===== config.mk =====
export PLATFORM = sky130hd
export DESIGN_NAME = knn_scheduler
export DESIGN_NICKNAME = d
export VERILOG_FILES = /design/src/rtl/knn_scheduler.sv
export SDC_FILE = /design/constraint.sdc
export NUM_CORES = 1
export LEC_CHECK = 0
export ABC_AREA = 1
export CAP_MARGIN = 20
export CELL_PAD_IN_SITES_DETAIL_PLACEMENT = 0
export CELL_PAD_IN_SITES_GLOBAL_PLACEMENT = 2
export CORE_MARGIN = 5
export CORE_UTILIZATION = 26
export CTS_CLUSTER_SIZE = 24
export DETAILED_ROUTE_END_ITERATION = 10
export GPL_ROUTABILITY_DRIVEN = 0
export PLACE_DENSITY_LB_ADDON = 0.1
export SKIP_LAST_GASP = 1
export SYNTH_ARGS = -nofsm -noshare
export SYNTH_HDL_FRONTEND = slang
export SYNTH_SLANG_ARGS = --single-unit

===== constraint.sdc =====
create_clock -name i_clk -period 13.1 [get_ports i_clk]
set_clock_uncertainty 0.2 [all_clocks]
set_input_delay 2.62 -clock i_clk [delete_from_list [all_inputs] [get_ports i_clk]]
set_output_delay 2.62 -clock i_clk [all_outputs]
set_load 0.1 [all_outputs]

===== src/rtl/knn_scheduler.sv =====
// knn_scheduler
//   Sequences one k-nearest-neighbour classification: a memory read, L
//   distance requests to a shared distance unit (one outstanding at a time),
//   an external sort, a K-cycle majority vote and a result write.
//
// Ports
//   i_clk, i_rst                 clock, asynchronous active-high reset
//   i_start                      begin one classification (IDLE only)
//   o_read / i_read_done         memory read handshake
//   o_dist_req, o_dist_idx       distance request and sample index
//   i_dist_ack                   distance unit accepted the request
//   i_dist_valid                 result pulse with i_dist_value / i_dist_type
//   o_distance_array             collected distances, slot i at [i*W +: W]
//   o_type_array                 collected types, same packing
//   o_sort_start / i_sort_valid  sorter handshake
//   i_type_array_sorted          types in ascending-distance order
//   o_write / i_write_done       result write handshake
//   o_result_type                voted class
//   o_busy                       high whenever not IDLE
//
// state  | meaning
// -------+-------------------------------------------------
// IDLE   | waiting for start
// READ   | read request held until read_done
// DIST   | collecting L distances, one request in flight
// SORT   | sort_start pulsed, waiting for sort_valid
// VOTE   | K cycles, one sorted neighbour counted per cycle
// WRITE  | write request held until write_done

module knn_scheduler #(
    parameter int L = 8,
    parameter int W = 16,
    parameter int K = 3,
    parameter int C = 4,
    localparam int IW = (L > 1) ? $clog2(L) : 1
) (
    input  logic           i_clk,
    input  logic           i_rst,
    input  logic           i_start,
    output logic           o_read,
    input  logic           i_read_done,
    output logic           o_dist_req,
    output logic [IW-1:0]  o_dist_idx,
    input  logic           i_dist_ack,
    input  logic           i_dist_valid,
    input  logic [W-1:0]   i_dist_value,
    input  logic [W-1:0]   i_dist_type,
    output logic [L*W-1:0] o_distance_array,
    output logic [L*W-1:0] o_type_array,
    output logic           o_sort_start,
    input  logic           i_sort_valid,
    input  logic [L*W-1:0] i_type_array_sorted,
    output logic           o_write,
    input  logic           i_write_done,
    output logic [W-1:0]   o_result_type,
    output logic           o_busy
);

    localparam int CW  = $clog2(K + 1);
    localparam int VW  = (K > 1) ? $clog2(K) : 1;
    localparam int CIW = (C > 1) ? $clog2(C) : 1;

    typedef enum logic [2:0] {
        S_IDLE,
        S_READ,
        S_DIST,
        S_SORT,
        S_VOTE,
        S_WRITE
    } state_t;

    state_t         r_state;
    logic           r_read;
    logic           r_write;
    logic           r_dist_req;
    logic [IW-1:0]  r_dist_idx;
    logic           r_sort_start;
    logic [IW-1:0]  r_idx;
    logic           r_wait;        // request acked, result still pending
    logic [VW-1:0]  r_v;
    logic [CW-1:0]  r_cnt [C];
    logic [W-1:0]   r_result;
    logic [L*W-1:0] r_dist_arr;
    logic [L*W-1:0] r_type_arr;

    logic           w_accept;
    logic           w_last;
    logic [W-1:0]   w_vote_type;
    logic [CW-1:0]  w_cnt_next [C];
    logic [CW-1:0]  w_best_cnt;
    logic [CIW-1:0] w_best_cls;

    // A result is only taken while a request is in flight: either already
    // acked, or being acked in this very cycle.
    assign w_accept = (r_state == S_DIST) && i_dist_valid &&
                      (r_wait || (r_dist_req && i_dist_ack));
    assign w_last   = (r_idx == IW'(L - 1));

    // Counts after this cycle's vote; the final vote cycle picks the winner
    // from these so VOTE lasts exactly K cycles.
    always_comb begin
        w_vote_type = i_type_array_sorted[r_v*W +: W];
        for (int c = 0; c < C; c++) begin
            w_cnt_next[c] = r_cnt[c];
            // Types >= C match no counter and are therefore not counted.
            if ((w_vote_type == W'(c)) && (r_cnt[c] != CW'(K)))
                w_cnt_next[c] = r_cnt[c] + CW'(1);
        end
        // Strict compare keeps the lowest class on ties and 0 when all zero.
        w_best_cls = '0;
        w_best_cnt = w_cnt_next[0];
        for (int c = 1; c < C; c++) begin
            if (w_cnt_next[c] > w_best_cnt) begin
                w_best_cnt = w_cnt_next[c];
                w_best_cls = CIW'(c);
            end
        end
    end

    always_ff @(posedge i_clk or posedge i_rst) begin
        if (i_rst) begin
            r_state      <= S_IDLE;
            r_read       <= 1'b0;
            r_write      <= 1'b0;
            r_dist_req   <= 1'b0;
            r_dist_idx   <= '0;
            r_sort_start <= 1'b0;
            r_idx        <= '0;
            r_wait       <= 1'b0;
            r_v          <= '0;
            for (int c = 0; c < C; c++) r_cnt[c] <= '0;
            r_result     <= '0;
            r_dist_arr   <= '1;
            r_type_arr   <= '0;
        end else begin
            r_sort_start <= 1'b0;
            case (r_state)
                S_IDLE: begin
                    if (i_start) begin
                        r_read  <= 1'b1;
                        r_state <= S_READ;
                    end
                end
                S_READ: begin
                    if (i_read_done) begin
                        r_read     <= 1'b0;
                        r_idx      <= '0;
                        r_dist_req <= 1'b1;
                        r_dist_idx <= '0;
                        r_wait     <= 1'b0;
                        r_state    <= S_DIST;
                    end
                end
                S_DIST: begin
                    if (r_dist_req && i_dist_ack) begin
                        r_dist_req <= 1'b0;
                        if (!i_dist_valid) r_wait <= 1'b1;
                    end
                    if (w_accept) begin
                        r_wait                   <= 1'b0;
                        r_dist_arr[r_idx*W +: W] <= i_dist_value;
                        r_type_arr[r_idx*W +: W] <= i_dist_type;
                        if (w_last) begin
                            r_sort_start <= 1'b1;
                            r_state      <= S_SORT;
                        end else begin
                            // Overrides the drop above when ack and valid coincide.
                            r_idx      <= r_idx + IW'(1);
                            r_dist_req <= 1'b1;
                            r_dist_idx <= r_idx + IW'(1);
                        end
                    end
                end
                S_SORT: begin
                    if (i_sort_valid) begin
                        for (int c = 0; c < C; c++) r_cnt[c] <= '0;
                        r_v     <= '0;
                        r_state <= S_VOTE;
                    end
                end
                S_VOTE: begin
                    for (int c = 0; c < C; c++) r_cnt[c] <= w_cnt_next[c];
                    if (r_v == VW'(K - 1)) begin
                        r_result <= W'(w_best_cls);
                        r_write  <= 1'b1;
                        r_state  <= S_WRITE;
                    end else begin
                        r_v <= r_v + VW'(1);
                    end
                end
                S_WRITE: begin
                    if (i_write_done) begin
                        r_write <= 1'b0;
                        r_state <= S_IDLE;
                    end
                end
                default: r_state <= S_IDLE;
            endcase
        end
    end

    assign o_read           = r_read;
    assign o_write          = r_write;
    assign o_dist_req       = r_dist_req;
    assign o_dist_idx       = r_dist_idx;
    assign o_sort_start     = r_sort_start;
    assign o_distance_array = r_dist_arr;
    assign o_type_array     = r_type_arr;
    assign o_result_type    = r_result;
    assign o_busy           = (r_state != S_IDLE);

endmodule


-- Word-level counts from Yosys, hierarchy flattened
Cells that the tools add are included.
- output and inout bits: 280
- register bits: 279
- logic and storage cells: 125
- input bits: 168
- shift operators: 4
- reduce and logical (&&, ||, !) cells: 25
- equal/unequal tests: 25
- multiplexer cells: 46
- $lt $le $gt $ge: 3
- add/sub/neg operators: 7
- operator list (operator ; number):
    bitwise mux 128 bit ; 2
    variable part select 16 x 34 -> 128 bit ; 2
    variable shift 16 x 34 -> 128 bit (first input constant) ; 1
    variable part select 128 x 7 -> 16 bit ; 1
    negator 7 -> 34 bit ; 1
    equality test 16 x 2 -> 1 bit (second input constant) ; 2
    two-way mux 3 bit ; 10
    inequality test 2 bit (second input constant) ; 13
    two-way mux 2 bit ; 10
    one-hot mux 3 bit (6 select lines) ; 1
    equality test 16 x 1 -> 1 bit (second input constant) ; 1
    zero test 16 bit ; 1
    one-hot mux 8 bit (2 select lines) ; 1
    two-way mux 1 bit ; 15
    adder 2 x 1 -> 2 bit (second input constant) ; 5
    equality test 3 bit (second input constant) ; 3
    AND reduction 3 bit ; 3
    two-way mux 8 bit ; 1
    one-hot mux 1 bit (2 select lines) ; 4
    AND reduction 2 bit ; 4
    AND reduction 4 bit ; 2
    nonzero test 2 bit ; 4
    logical AND 1 bit ; 7
    AND reduction 7 bit ; 1
    other kinds (12) ; 15

-- Logic depth before layout (Yosys ltp)
Gate-level depths: netlist of run 1.
- word-level depth: 10
- mapped depth: 30
- depth with buffers taken out: 29

-- Worst setup path before layout of run 1
Ideal clock, no wire load.
- path type: input-to-reg
- start: input i_type_array_sorted[8]
- end: register r_result[0], in the netlist o_result_type[0]
- cell stages on the path: 28
- setup slack: 7.341 ns
- data arrival time: 5.479 ns
- path buffers: 1
- setup time: 0.080 ns
- cell sequence: or2_1 nor2_1 nand2_1 nand2_1 nand2_1 nand2_1 buf_4 nand3_2 nand2_1 o21ai_2 ha_1 nor2_1 nor2_1 a21oi_1 nand3_1 and2_1 ha_1 nand2_1 o21a_1 inv_1 nand3_1 nand2_1 ha_1 nor2_1 nor2_1 a21oi_1 nor2_1 a2bb2oi_1
- word-level cells in the longest chain between the ends: 10
- ends and longest elaborated chain (element ; RTL line ; source):
    from (decl) ; 52 ; input logic [L*W-1:0] i_type_array_sorted,
    variable part select 128 x 7 -> 16 bit * ; 102 ; w_vote_type = i_type_array_sorted[r_v*W +: W];
    equality test 16 x 1 -> 1 bit / zero test 16 bit (equally long branches) ; 106 ; if ((w_vote_type == W'(c)) && (r_cnt[c] != CW'(K)))
    logical AND 1 bit ; 106 ;
    two-way mux 2 bit ; 106 ;
    > comparator 2 bit ; 113 ; if (w_cnt_next[c] > w_best_cnt) begin
    two-way mux 2 bit ; 113 ;
    > comparator 2 bit ; 113 ;
    two-way mux 2 bit ; 113 ;
    > comparator 2 bit ; 113 ;
    two-way mux 2 bit * ; 113 ;
    to (signal assigned) ; 184 ; r_result <= W'(w_best_cls);
    to (decl) ; 82 ; logic [W-1:0] r_result;
Mark *: on every way between the ends. The rest lies on a longest branch, timed or not.
A chain may end at the register's enable or synchronous reset.

-- Worst setup path in the final report of run 1
- start: input i_type_array_sorted[8]
- end: register r_result[1], in the netlist o_result_type[1]
The elaborated chain is that of the path after synthesis.

==> results of run 1 <==
[cell families (layout without fill, tap and decap cells)]
logic type | Yosys count | after routing | synth area share, %
simple gates | 540 | 540 | 19.2
fa+ha+maj | 20 | 20 | 2.06
other cells | 1 | 15 | 0.0309
flops | 279 | 279 | 58.8
mux | 15 | 15 | 1.39
buf+inv | 190 | 554 | 6.54
compound gates | 273 | 273 | 12.0
[worst max-delay path: cells and delay by family]
family | cells | cell delay [ps]
AND/OR/NAND/NOR | 19 | 2100
adder cells (fa/ha/maj) | 3 | 690
AO/OA/AOI/OAI | 4 | 600
buffers and inverters | 3 | 540
[state kept, by name, summed over array words and instances, names as in the netlist]
signal / flops
o_dist_req: 1
o_distance_array: 128
o_read: 1
o_result_type: 2
o_sort_start: 1
o_type_array: 128
o_write: 1
r_cnt: 8
r_idx: 3
r_state: 3
r_v: 2
r_wait: 1
[worst max path at each step]
stage | end | slack (ps) | depth (start not counted)
3_5_place_dp | o_result_type[1]$_DFFE_PP0P_ | 6190 | 29
2_1_floorplan | o_dist_req$_DFFE_PP0P_ | 2800 | 1
3_3_place_gp | o_result_type[1]$_DFFE_PP0P_ | 6260 | 29
4_1_cts | o_result_type[1]$_DFFE_PP0P_ | 6750 | 29
6_report | o_result_type[1]$_DFFE_PP0P_ | 6760 | 29
5_1_grt | o_result_type[1]$_DFFE_PP0P_ | 6250 | 30
[final cells by class]
type,count,area [um2]
fill,4807,28700
tap,607,759
multi-input combinational,862,4280
clock inverter,5,40.0
sequential,279,7140
inverter,104,398
timing repair buffer,384,3850
antenna,1,2.50
clock buffer,61,1150
[cell usage in the layout (no fill, tap or decap), types with 15 or more instances in the layout]
| cell type | synthesis | final |
|---|---|---|
| clkbuf_16 | 0 | 38 |
| clkdlybuf4s50_1 | 0 | 369 |
| dfrtp_1 | 151 | 150 |
| dfstp_2 | 128 | 128 |
| ha_1 | 20 | 19 |
| inv_1 | 96 | 94 |
| mux2_1 | 15 | 15 |
| nand2_1 | 330 | 330 |
| nand3_1 | 89 | 89 |
| nor2_1 | 63 | 63 |
| nor3_1 | 26 | 26 |
| o21ai_0 | 228 | 228 |
| o31ai_1 | 21 | 21 |
[routing by layer]
metal	vias up	part of all wire, %
met3	56	7.2
met2	268	44
met1	4976	48
met5	-	0.042
li1	5013	-
met4	2	1.6
[where the power goes]
part / switching [mW] / leakage [nW] / internal, mW
sequential: 0.0585 / 3.41 / 0.955
combinational: 1.04 / 3.18 / 0.291
clock: 0.382 / 0.584 / 0.596
total: 1.48 / 7.17 / 1.84
==> results.yml, run 1 <==
clock_network:
  cts_resized: 0
  root_buffer: "clkbuf_16"
  post_cts_buffers: 0
  path_clk_slew_ps: 50
  clk_latency_ps: 530
  cts_buffers: 36
  cts_sinks: 279
  cts_tree: "done"
  hold_buffers: 0
  clk_path_buf_depth: 3
  htree_levels: 2
yosys:
  synth_warnings: 0
  synthArstFlopShare_pct: 100
  synthCells: 1318
  synthDistinctLibCells: 42
  postSynthAreaPerCell_um2: 9.22
  synth-edff-count: 0
  yosysSeqAreaShare_pct: 58.8
  syn-cell-area_um2: 12200
  synthTopCellsByCount: "nand2_1, o21ai_0, dfrtp_1, dfstp_2, inv_1"
  synth_top_area_cell: "dfrtp_1"
  synth_top_cell_area_share_pct: 31.1
  synthMostInstantiatedCell: "nand2_1"
  synth-main-ff-cell: "dfrtp_1"
  ys_top_cells_by_area: "dfrtp_1, dfstp_2, nand2_1"
  synth-seq-cells: 279
floorplan:
  initial_core_util_pct: 26.2
  top_level_ports: 448
  coreArea_um2: 46400
  dieArea_um2: 51200
  placementRows: 79
  die_y_um: 226
  die_w_um: 226
sta:
  maxSlewHeadroom_pct: 21.1
  slew_viol_final: 0
  holdWs_ps: 276
  worst_pin_slew_ps: 1180
  setup_slack_ps: 6760
  hold_viol_final: 0
  fin_tns_setup_ps: 0
  fmax_ghz: 0.158
  rsz0062_at_grt: "no"
  period_share_pct: 48.4
  report.final.setup_viol: 0
  fin_crit_ps: 6340
finish:
  stdcell_area_um2: 17600
  synthToLayoutAreaGrowth_pct: 44.9
  drive_gt1_share_pct: 13.3
  final_core_util_pct: 38.0
  final_nets: 1855
  instances_no_fill: 2303
setup_path:
  max_stage_delay_ps: 380
  worstPathArrival_ps: 6580
  rr_startpoint: "r_idx[0]$_DFFE_PP0P_"
  start_kind: "input pin"
  cp_slowest_cell: "clkdlybuf4s50_1"
  critPathKind: "in2reg"
  r2r_end: "o_type_array[99]$_DFFE_PP0P_"
  critPathRequiredTime_ps: 13340
  reg2reg_setup_slack_ps: 7610
  setup.worst_path.end_class: "register"
  cpMostUsedCell: "nand2_1"
  path_max_fanout: 11
  critPathLaunch: "i_type_array_sorted[8]"
  r2r_cells: 10
placement:
  dp_slack_ps: 6190
  place_hpwl_mm: 34.2
  dp.cells: 2234
  post_dp_cell_area_um2: 16400
  io_buffers: 369
drt:
  routed_via_density: 4.48
  vias: 10300
  drc: 0
  wire_per_inst_um: 20.5
  firstDrtPassIters: 5
  ant_nets: 0
  drtIter0Drc: 566
  routed_wl_mm: 47.2
global_route:
  globalRouteMet3Util_pct: 5.51
  grt_overflow: 0
  grtUsageTotal_pct: 17.9
  use_met1_pct: 25.6
  grt_antenna_before_repair: 1
  grt_pass1_vias: 10400
  globalRouteMet2Util_pct: 26.8
  grt_pass1_wl_mm: 69.3
  grt.busiest_layer: "met2"
  grt_max_degree: 136
outcome:
  status: "complete, no violations"
power_and_ir_drop:
  cellLeakagePower_nw: 7.17
  power_density_nw_per_um2: 189
  power.total_mw: 3.32
  max-vdd-ir-drop_uv: 134
flow_run:
  maxCapViolations: 0
min_path:
  holdPathStages: 2
  whs_endpoint: "o_distance_array[93]$_DFFE_PP1P_"
  min_from: "o_distance_array[93]$_DFFE_PP1P_"
  hp-class: "reg2reg"
(Power assumes the default switching activity.)
==> inputs of run 2 (changes only) <==
Settings changed: CORE_UTILIZATION 26 to 23.
Clock period 13.1 ns to 5.2 ns, I/O delays scaled along.
==> run 2 against run 1 <==
Net effect:
- core utilization shrank 4.1 points
- global-route usage shrank 1.1 points
- sequential power grew to 2.5 times the previous value
==> results.yml, run 2 (synthesis results as in run 1) <==
global_route:
  grtUsageTotal_pct: 16.8
  grt_pass1_vias: 10500
  grt_pass1_wl_mm: 72.3
  grt_max_degree: 99
  grt_antenna_before_repair: 1
  grt_overflow: 0
setup_path:
  cp_slowest_cell: "clkdlybuf4s50_1"
  path_max_fanout: 4
  max_stage_delay_ps: 410
  reg2reg_setup_slack_ps: 830
  worstPathArrival_ps: 4790
  critPathRequiredTime_ps: 5450
  rr_startpoint: "r_v[0]$_DFFE_PP0P_"
  r2r_cells: 28
  cp.buffers_inverters: 4
  start_kind: "input pin"
  r2r_end: "o_result_type[1]$_DFFE_PP0P_"
  setup.worst_path.end_class: "register"
  cpMostUsedCell: "nor2_1"
  crit_family: "simple AND/OR/NAND/NOR gates"
  critPathKind: "in2reg"
outcome:
  status: "complete, no violations"
sta:
  worst_pin_slew_ps: 1130
  period_share_pct: 87.2
  rsz0062_at_grt: "no"
  fin_crit_ps: 4540
  fin_tns_setup_ps: 0
  slew_viol_final: 0
  fmax_ghz: 0.220
  report.final.setup_viol: 0
  maxSlewHeadroom_pct: 24.1
  hold_viol_final: 0
clock_network:
  cts_sinks: 279
  clk_path_buf_depth: 3
  cts_tree: "done"
  post_cts_buffers: 0
  clk_latency_ps: 540
  htree_levels: 2
  hold_buffers: 0
  root_buffer: "clkbuf_16"
  cts_buffers: 37
  cts_resized: 0
  path_clk_slew_ps: 60
flow_run:
  maxCapViolations: 0
min_path:
  hp-class: "reg2reg"
  holdPathStages: 2
  whs_endpoint: "o_distance_array[93]$_DFFE_PP1P_"
  min_from: "o_distance_array[93]$_DFFE_PP1P_"
finish:
  final_nets: 1864
  seqCellArea_um2: 7140
  final_cell_mix: "clkdlybuf4s50_1, nand2_1, o21ai_0"
  diodes: 0
  drive_gt1_share_pct: 13.8
  fill_cells: 5472
  multi_input_area_um2: 4290
  layout_commonest_cell: "clkdlybuf4s50_1"
  synthToLayoutAreaGrowth_pct: 46.4
drt:
  routed_wl_mm: 49.9
  drtIter0Drc: 617
  wire_per_inst_um: 20.9
  vias: 10300
  firstDrtPassIters: 5
  drc: 0
  ant_nets: 0
  routed_via_density: 4.32
floorplan:
  placementRows: 84
  dieArea_um2: 57500
  coreArea_um2: 52400
  initial_core_util_pct: 23.2
  die_y_um: 240
  top_level_ports: 448
  die_w_um: 240
placement:
  place_hpwl_mm: 36.4
  io_buffers: 369
power_and_ir_drop:
  max-vdd-ir-drop_uv: 248
  cellLeakagePower_nw: 7.21
  power_density_nw_per_um2: 477
  power.total_mw: 8.49
## run 2: worst max-delay path by stage
| stage | start | end | cells past startpoint |
|---|---|---|---|
| after floorplan | i_rst | o_dist_req$_DFFE_PP0P_ | 1 |
| after global placement | i_type_array_sorted[2] | o_result_type[1]$_DFFE_PP0P_ | 29 |
| after detailed placement | i_type_array_sorted[2] | o_result_type[1]$_DFFE_PP0P_ | 29 |
| after CTS | i_type_array_sorted[2] | o_result_type[1]$_DFFE_PP0P_ | 29 |
| after global routing | i_type_array_sorted[25] | o_result_type[1]$_DFFE_PP0P_ | 30 |
| final | i_type_array_sorted[3] | o_result_type[1]$_DFFE_PP0P_ | 29 |
## run 2: worst register-to-register path: cells and delay by family, from the launching register on
kind | cells | cell delay (ps)
AO/OA/AOI/OAI | 4 | 600
AND/OR/NAND/NOR | 17 | 1730
buffers and inverters | 4 | 650
flip-flops | 1 | 370
adder cells (fa/ha/maj) | 3 | 760
## run 2: power by group
group          switching, mW  leakage, nW  internal [mW]
combinational           2.69         3.23          0.780
clock                   1.00        0.572           1.48
sequential             0.136         3.41           2.41
## run 2: stage by stage
stage          hold WS [ps]  utilization (%)  area (um2)  setup WS [ps]  std cells
6_report                274             33.9       17800            664       2392
5_1_grt                 293             33.9       17800            173       2392
4_1_cts                 276             33.8       17700            658       2390
3_5_place_dp            267             31.6       16600           87.8       2323
3_3_place_gp            266             31.6       16600            120       2323
2_1_floorplan           277                -       12200            371       1331
## run 2: area by class of cell
class / instances / area share [%]
clock buffers: 57 / 6.26
clock inverters: 10 / 0.345
inverters: 104 / 2.22
multi-input cells: 862 / 24.1
flip-flops and latches: 279 / 40.2
well taps: 688 / 4.84
repair buffers: 392 / 22.1
## run 2: metal layers
layer	wire, um	vias to the layer above	global-route usage (%)
met4	828	2	3.82
met3	3490	54	4.98
met5	13	-	0
met2	21900	278	25.3
met1	23600	4948	24.0
li1	-	5052	-
